$ cat config.mk
export PLATFORM = sky130hd
export DESIGN_NAME = instr_sequencer
export DESIGN_NICKNAME = d
export VERILOG_FILES = /design/src/rtl/instr_sequencer.sv
export SDC_FILE = /design/constraint.sdc
export NUM_CORES = 1
export LEC_CHECK = 0
export ABC_AREA = 1
export CORE_MARGIN = 4
export CORE_UTILIZATION = 42
export CTS_CLUSTER_SIZE = 25
export DETAILED_ROUTE_END_ITERATION = 6
export HOLD_SLACK_MARGIN = 0.02
export SYNTH_ARGS = -nofsm -noshare
export SYNTH_HDL_FRONTEND = slang
export SYNTH_SLANG_ARGS = --single-unit
$ cat constraint.sdc
create_clock -name clk -period 2.5 [get_ports clk]
set_input_delay 0.5 -clock clk [delete_from_list [all_inputs] [get_ports clk]]
set_output_delay 0.5 -clock clk [all_outputs]
set_load 0.005 [all_outputs]
$ cat src/rtl/instr_sequencer.sv
// Instruction sequencer: FIFO-buffered issue to a datapath with done handshake and post-done gap.
// Optional WAIT_DONE watchdog enabled by defining INSTR_SEQ_TIMEOUT_EN.
`timescale 1ns/1ps

module instr_sequencer #(
  parameter int DEPTH      = 8,
  parameter int GAP_CYCLES = 2,
  parameter int TIMEOUT    = 255
) (
  input  logic                     clk,
  input  logic                     reset,
  input  logic                     push,
  input  logic [17:0]              push_instr,
  input  logic                     flush,
  input  logic                     issue_ready,
  input  logic                     done,
  output logic                     issue_valid,
  output logic [17:0]              issue_instr,
  output logic                     busy,
  output logic                     full,
  output logic                     empty,
  output logic [$clog2(DEPTH):0]   count,
  output logic                     drop_err,
  output logic                     timeout
);

  localparam int ADDR_W = $clog2(DEPTH);
  localparam int CNT_W  = ADDR_W + 1;
  localparam logic [2:0] OP_CLEAR = 3'b110;
  localparam logic [3:0] GAP_LAST = (GAP_CYCLES == 0) ? 4'd0 : 4'(GAP_CYCLES - 1);

  if (DEPTH < 2 || DEPTH > 16 || (DEPTH & (DEPTH - 1)) != 0) begin : g_bad_depth
    $error("instr_sequencer: DEPTH must be a power of two in 2..16");
  end
  if (GAP_CYCLES < 0 || GAP_CYCLES > 15) begin : g_bad_gap
    $error("instr_sequencer: GAP_CYCLES must be in 0..15");
  end
  if (TIMEOUT < 1 || TIMEOUT > 65535) begin : g_bad_timeout
    $error("instr_sequencer: TIMEOUT must be in 1..65535");
  end

  typedef enum logic [1:0] {IDLE, ISSUE, WAIT_DONE, GAP} state_t;

  state_t              state, next_state;
  logic [17:0]         mem [DEPTH];
  logic [ADDR_W-1:0]   rd_ptr, wr_ptr;
  logic [CNT_W-1:0]    cnt;
  logic [3:0]          gap_cnt;
  logic [17:0]         head;
  logic                is_full, is_empty;
  logic                pop, clear_pop, push_acc, push_rej;
  logic                wd_expire;

  assign head     = mem[rd_ptr];
  assign is_full  = (cnt == CNT_W'(DEPTH));
  assign is_empty = (cnt == '0);

  // Flush beats any same-cycle pop/push; a popped CLEAR discards everything behind it.
  assign pop       = (state == ISSUE) && issue_ready && !flush;
  assign clear_pop = pop && (head[17:15] == OP_CLEAR);
  assign push_acc  = push && !flush && !clear_pop && (!is_full || pop);
  assign push_rej  = push && !flush && is_full && !pop;

  always_ff @(posedge clk or posedge reset) begin
    if (reset) begin
      rd_ptr   <= '0;
      wr_ptr   <= '0;
      cnt      <= '0;
      drop_err <= 1'b0;
    end else begin
      drop_err <= push_rej;
      if (flush || clear_pop) begin
        rd_ptr <= wr_ptr;
        cnt    <= '0;
      end else begin
        if (push_acc) wr_ptr <= wr_ptr + 1'b1;
        if (pop)      rd_ptr <= rd_ptr + 1'b1;
        cnt <= cnt + CNT_W'(push_acc) - CNT_W'(pop);
      end
    end
  end

  always_ff @(posedge clk) begin
    if (push_acc) mem[wr_ptr] <= push_instr;
  end

  always_ff @(posedge clk or posedge reset) begin
    if (reset) begin
      state   <= IDLE;
      gap_cnt <= '0;
    end else begin
      state   <= next_state;
      gap_cnt <= (state == GAP) ? gap_cnt + 4'd1 : 4'd0;
    end
  end

  always_comb begin
    next_state = state;
    unique case (state)
      IDLE:      if (!is_empty && !flush) next_state = ISSUE;
      ISSUE: begin
        if (flush)            next_state = IDLE;
        else if (issue_ready) next_state = WAIT_DONE;
      end
      WAIT_DONE: begin
        if (done)           next_state = (GAP_CYCLES == 0) ? IDLE : GAP;
        else if (wd_expire) next_state = IDLE;
      end
      GAP:       if (gap_cnt == GAP_LAST) next_state = IDLE;
      default:   next_state = IDLE;
    endcase
  end

  always_comb begin
    issue_valid = 1'b0;
    issue_instr = '0;
    busy        = (state == WAIT_DONE) || (state == GAP);
    full        = is_full;
    empty       = is_empty;
    count       = cnt;
    if (state == ISSUE) begin
      issue_valid = 1'b1;
      issue_instr = head;
    end
  end

`ifdef INSTR_SEQ_TIMEOUT_EN
  localparam logic [15:0] WD_LAST = 16'(TIMEOUT - 1);
  logic [15:0] wd_cnt;
  logic        timeout_q;

  // Watchdog counts consecutive WAIT_DONE cycles; a late done on the expiry cycle still wins.
  assign wd_expire = (state == WAIT_DONE) && !done && (wd_cnt == WD_LAST);

  always_ff @(posedge clk or posedge reset) begin
    if (reset) begin
      wd_cnt    <= '0;
      timeout_q <= 1'b0;
    end else begin
      timeout_q <= wd_expire;
      if (state == WAIT_DONE && next_state == WAIT_DONE) wd_cnt <= wd_cnt + 16'd1;
      else                                                wd_cnt <= '0;
    end
  end

  assign timeout = timeout_q;
`else
  assign wd_expire = 1'b0;
  assign timeout   = 1'b0;
`endif

endmodule

# After elaboration in Yosys (flattened, before gate mapping)
# Memory sizes are Yosys's and may differ from the RTL's.
# Index checks and enable logic that the tools add are counted.
# totals
in_bits,24
ram_bits,144
memories,1
out_inout_bits,28
regBits,17
word_cells,59
# memory_table
name,depth,word_bits,rd,rd_clocked_by_memory_dff,write_ports,line,source
mem,8,18,1,0,1,45,logic [17:0] mem [DEPTH];
# op_classes
eq_ne,10
bitwise,1
n_reduce_logical,22
mux,14
n_addsub,5
# ops
operator,count
$mux W18,1
$mux W2,5
$logic_and A1 B1 Y1,9
$mux W4,2
$pmux W2 S4,1
$add A3 B1 Y3 const B,2
$mux W3,2
$logic_not A1 Y1,5
$add A4 B1 Y4,1
$add A4 B1 Y4 const B,1
$eq A2 B2 Y1 const B,2
$eq A4 B1 Y1 const B,1
$eq A4 B4 Y1 const B,1
$logic_not A4 Y1,1
$ne A2 B2 Y1 const B,2
$reduce_and A4 Y1,1
$sub A4 B1 Y4,1
$eq A3 B3 Y1 const B,1
$logic_or A1 B1 Y1,3
$mux W1,3
$ne A3 B3 Y1 const B,1
$eq A2 B1 Y1 const B,1
$logic_not A2 Y1,1
$ne A2 B1 Y1 const B,1
3 further kinds,3

# Logic depth before layout (Yosys ltp)
# logic_depth
depth_word,10
mapped_depth,17
mapped_depth_nobuf,16

# Worst setup path after synthesis
# No wires, ideal clock.
# synth_path
kind,register -> register
start,register rd_ptr[0]
end,memory mem[0][0] (enable)
path_stages_with_launch,13
setup_slack_ps,-7
period_less_slack_ps,2507
setup_time_ps,393
path_buffers,3
arrival_time_ps,2115
required_time_ps,2107
path_cell_list,dfrtp_1 buf_6 buf_6 nand2_2 nand3_2 nand2_1 nand2_1 nand2_2 nor2_4 nand2_4 nand3_2 buf_6 nor2_1
# synth_via
elab_chain_len,8
# synth_lines
item,line,source
"start, declared",46,"logic [ADDR_W-1:0] rd_ptr, wr_ptr;"
"start signal, assigned",73,rd_ptr <= wr_ptr;
"start signal, assigned",77,if (pop) rd_ptr <= rd_ptr + 1'b1;
$mem_v2 Z8 W18,--,
$eq A3 B3 Y1,60,assign clear_pop = pop && (head[17:15] == OP_CLEAR);
$logic_and A1 B1 Y1,60,
$logic_not A1 Y1,61,assign push_acc = push && !flush && !clear_pop && (!is_full || pop);
$logic_and A1 B1 Y1 (2 in a row),61,
$mux W1,84,if (push_acc) mem[wr_ptr] <= push_instr;
$mux W1 (implied by the code),84,
"end, declared",45,
# Every way passes these cells.

# Worst setup path in the final report
# layout_path
start,register rd_ptr[0]
end,output issue_instr[4]
# layout_via
elab_chain_len,2
# layout_lines
item,line,source
$mem_v2 Z8 W18,--,
$mux W18,121,if (state == ISSUE) begin
"end, declared",18,"output logic [17:0] issue_instr,"
# Every way passes these cells.

==> flow_summary.yaml <==
flow_run:
  cap_violations: 0
yosys:
  synth_top_family_by_area: "simple AND/OR/NAND/NOR gates"
  synth_simple_gate_area_share_pct: 13.3
  synth_ff_type: "edfxtp_1"
  netlist_top_cells_count: "edfxtp_1 (144), nor2_1 (117), o21ai_0 (75)"
  synth_fa_ha_area_share_pct: 1.96
  synth_edf_count: 144
  yosysMostFrequentCell: "edfxtp_1"
  yosysSeqAreaShare_pct: 70.3
  synth_area_leader_cell: "edfxtp_1"
  yosysTopAreaCellShare_pct: 64.0
  synth-seq-cells: 161
  synth-xor-area-share_pct: 0.908
  synth_cells: 575
  synth.distinct_cells: 32
  synthMuxAreaShare_pct: 0
  synth_compound_area_share_pct: 8.93
  netlist_top_cells_area: "edfxtp_1 (64%), nor2_1 (6.5%), dfrtp_1 (6.3%), o21ai_0 (5.6%), nand2_1 (3.1%)"
  yosys_warnings: 0
  synth_nets: 609
  synth-async-reset-ratio_pct: 10.6
  syn_area_per_cell_sq_um: 11.7
  netlist_area_sq_mm: 0.00675
final_layout:
  nNetsFinal: 699
  multi_input_area_sq_mm: 0.00183
  fill_cells: 1301
  final_util_pct: 55.4
  n_antenna_cell: 0
  drive_gt1_share_pct: 18.9
  layout.cells.non_filler: 894
  area_growth_pct: 29.8
  final_area_sq_mm: 0.00876
  register_area_sq_mm: 0.00475
timing:
  fin_crit_sh_pct: 105
  slew_headroom_pct: 57.5
  finalSetupViolations: 10
  slew_viol_final: 0
  fin_skew_ns: 0.00813
  holdWs_ns: 0.461
  worst_pin_slew_ns: 0.636
  grt_setup_unrepaired: "yes"
  tns_ns: -0.771
  hold_viol_final: 0
  layout_setup_ws_ns: -0.130
  period_needed_ns: 2.63
  timing.fmax_mhz: 380
placed_design:
  place_ws_ns: -0.0524
  finalWeightedCongestion: 0.761
  dp_cells: 846
  postPlaceCellArea_sq_mm: 0.00783
  portBuffers: 50
  hpwl_um: 9140
pwr:
  post-layout-total-power_mw: 9.79
  peakVddDrop_mv: 0.580
  powerDensity_mw_per_mm2: 1120
  leakage_nw: 3.37
die:
  die_h_um: 135
  num_rows: 46
  start_util_pct: 42.7
  die-width_um: 135
  core_area_sq_mm: 0.0158
  io_pins: 52
  dieArea_sq_mm: 0.0182
global_route:
  globalRoute.totalOverflow: 0
  use_met3_pct: 4.47
  antenna_found_initial: 0
  first_global_vias: 4681
  grt_use_total_pct: 18.0
  grtUsageMet1_pct: 23.0
  grt_max_degree: 38
  top_usage_layer: "met2"
  globalRouteMet2Util_pct: 30.0
  grt_pass1_wl_um: 24700
drt:
  vias: 4656
  wl_per_cell_um: 18.0
  routed_wl_um: 16000
  viasPerCell: 5.21
  drt-pass1-iter-count: 5
  drt_iter0_markers: 302
  remaining_drc_errors: 0
  ant_nets: 0
clock_network:
  clkSinkCount: 161
  cts_buffers: 17
  cts-root-buf: "clkbuf_16"
  clk_pin_slew_worst_paths_ns: 0.06
  clk_path_buf_depth: 2
  cts.htree.levels: 4
  insertion_delay_ns: 0.42
  tritoncts: "built"
worst_setup_path:
  crit_path_frequent_cell: "buf_12"
  end_kind: "output port"
  required_ns: 2.00
  cp-start-kind: "flop"
  cp_cell_sequence: "clkinv_4 > buf_12 > buf_12 > o21ai_0 > o22ai_1 > o21ai_1 > nor2_1 > dlygate4sd2_1"
  r2r_slack_ns: 0.05
  critical_path_class: "reg -> out"
  cpMaxStageDelayCell: "dfrtp_2"
  critical_path.max_stage_delay_ns: 0.52
  worstPathMaxFanout: 20
  cp.arrival_ns: 2.13
hold_path:
  hp-class: "in -> async"
run_status:
  status: "finished, violations left"
  violations: "setup timing"
[final timing paths]
check | startpoint | to | cells after the start
min | reset | gap_cnt[2] | 2
max reg2reg | rd_ptr[0] | count[2] | 16
min reg2reg | gap_cnt[0] | gap_cnt[0] | 1
max | rd_ptr[0] | issue_instr[4] | 8
min in group clk | gap_cnt[0] | gap_cnt[0] | 1
max in group asynchronous | reset | rd_ptr[0] | 2
[critical path: cells and delay by family, from the launching register on]
kind / cells / cell delay (ns)
AO/OA/AOI/OAI: 3 / 0.39
buffers and inverters: 4 / 0.69
flip-flops: 1 / 0.52
AND/OR/NAND/NOR: 1 / 0.09
[logic make-up after synthesis]
kind of cell	after synthesis
buf+inv	71
fa+ha+maj	10
compound gates	112
other cells	1
simple gates	213
flops	161
xor+xnor	7
[power breakdown]
| group | switching [mW] | leakage [nW] | total (mW) | internal [mW] |
|---|---|---|---|---|
| clock network | 0.979 | 0.266 | 2.44 | 1.46 |
| logic | 2.18 | 1.58 | 3.97 | 1.79 |
| registers | 0.183 | 1.52 | 3.38 | 3.19 |
[layer usage]
| layer | wire length [um] | vias up | part of all wire [%] |
|---|---|---|---|
| met4 | 269 | 0 | 1.7 |
| met2 | 8070 | 141 | 50 |
| met1 | 6740 | 2293 | 42 |
| li1 | - | 2200 | - |
| met5 | 0 | - | 0 |
| met3 | 973 | 22 | 6.1 |
[registers in the layout, indices dropped and copies added, names as in the netlist, named ones only]
register and cells:
gap_cnt 4, state 1, rd_ptr 3, count 4, wr_ptr 3, mem 144
drop_err 1
[layout by cell type, fill, tap and decap left out, drive strengths merged]
| master | instances |
|---|---|
| a21boi | 1 |
| a21oi | 4 |
| buf | 50 |
| bufinv | 2 |
| clkbuf | 29 |
| clkdlybuf4s50 | 32 |
| clkinv | 8 |
| clkinvlp | 3 |
| conb | 1 |
| dfrtp | 17 |
| dlygate4sd2 | 5 |
| dlymetal6s2s | 7 |
| edfxtp | 144 |
| fa | 1 |
| ha | 9 |
| inv | 38 |
| nand2 | 60 |
| nand3 | 26 |
| nand4 | 4 |
| nor2 | 120 |
| nor3 | 1 |
| nor3b | 1 |
| nor4 | 1 |
| o211ai | 1 |
| o21ai | 76 |
| o22ai | 30 |
| xnor2 | 1 |
| xor2 | 6 |
[what timing repair did]
action                                  in CTS  in global routing
hold buffers                                 0                  0
resized for setup                           28                 72
cloned                                       3                  4
buffers inserted                             4                  6
endpoints found under the setup margin      24                 36
pin swaps                                    3                 17
[area by class of cell]
type / instances / area share (%)
repair buffers: 102 / 13.6
well taps: 216 / 3.08
inverters: 40 / 1.81
flip-flops and latches: 161 / 54.2
multi-input cells: 343 / 20.9
clock buffers: 21 / 5.03
clock inverters: 11 / 1.31
(Power assumes the default switching activity.)
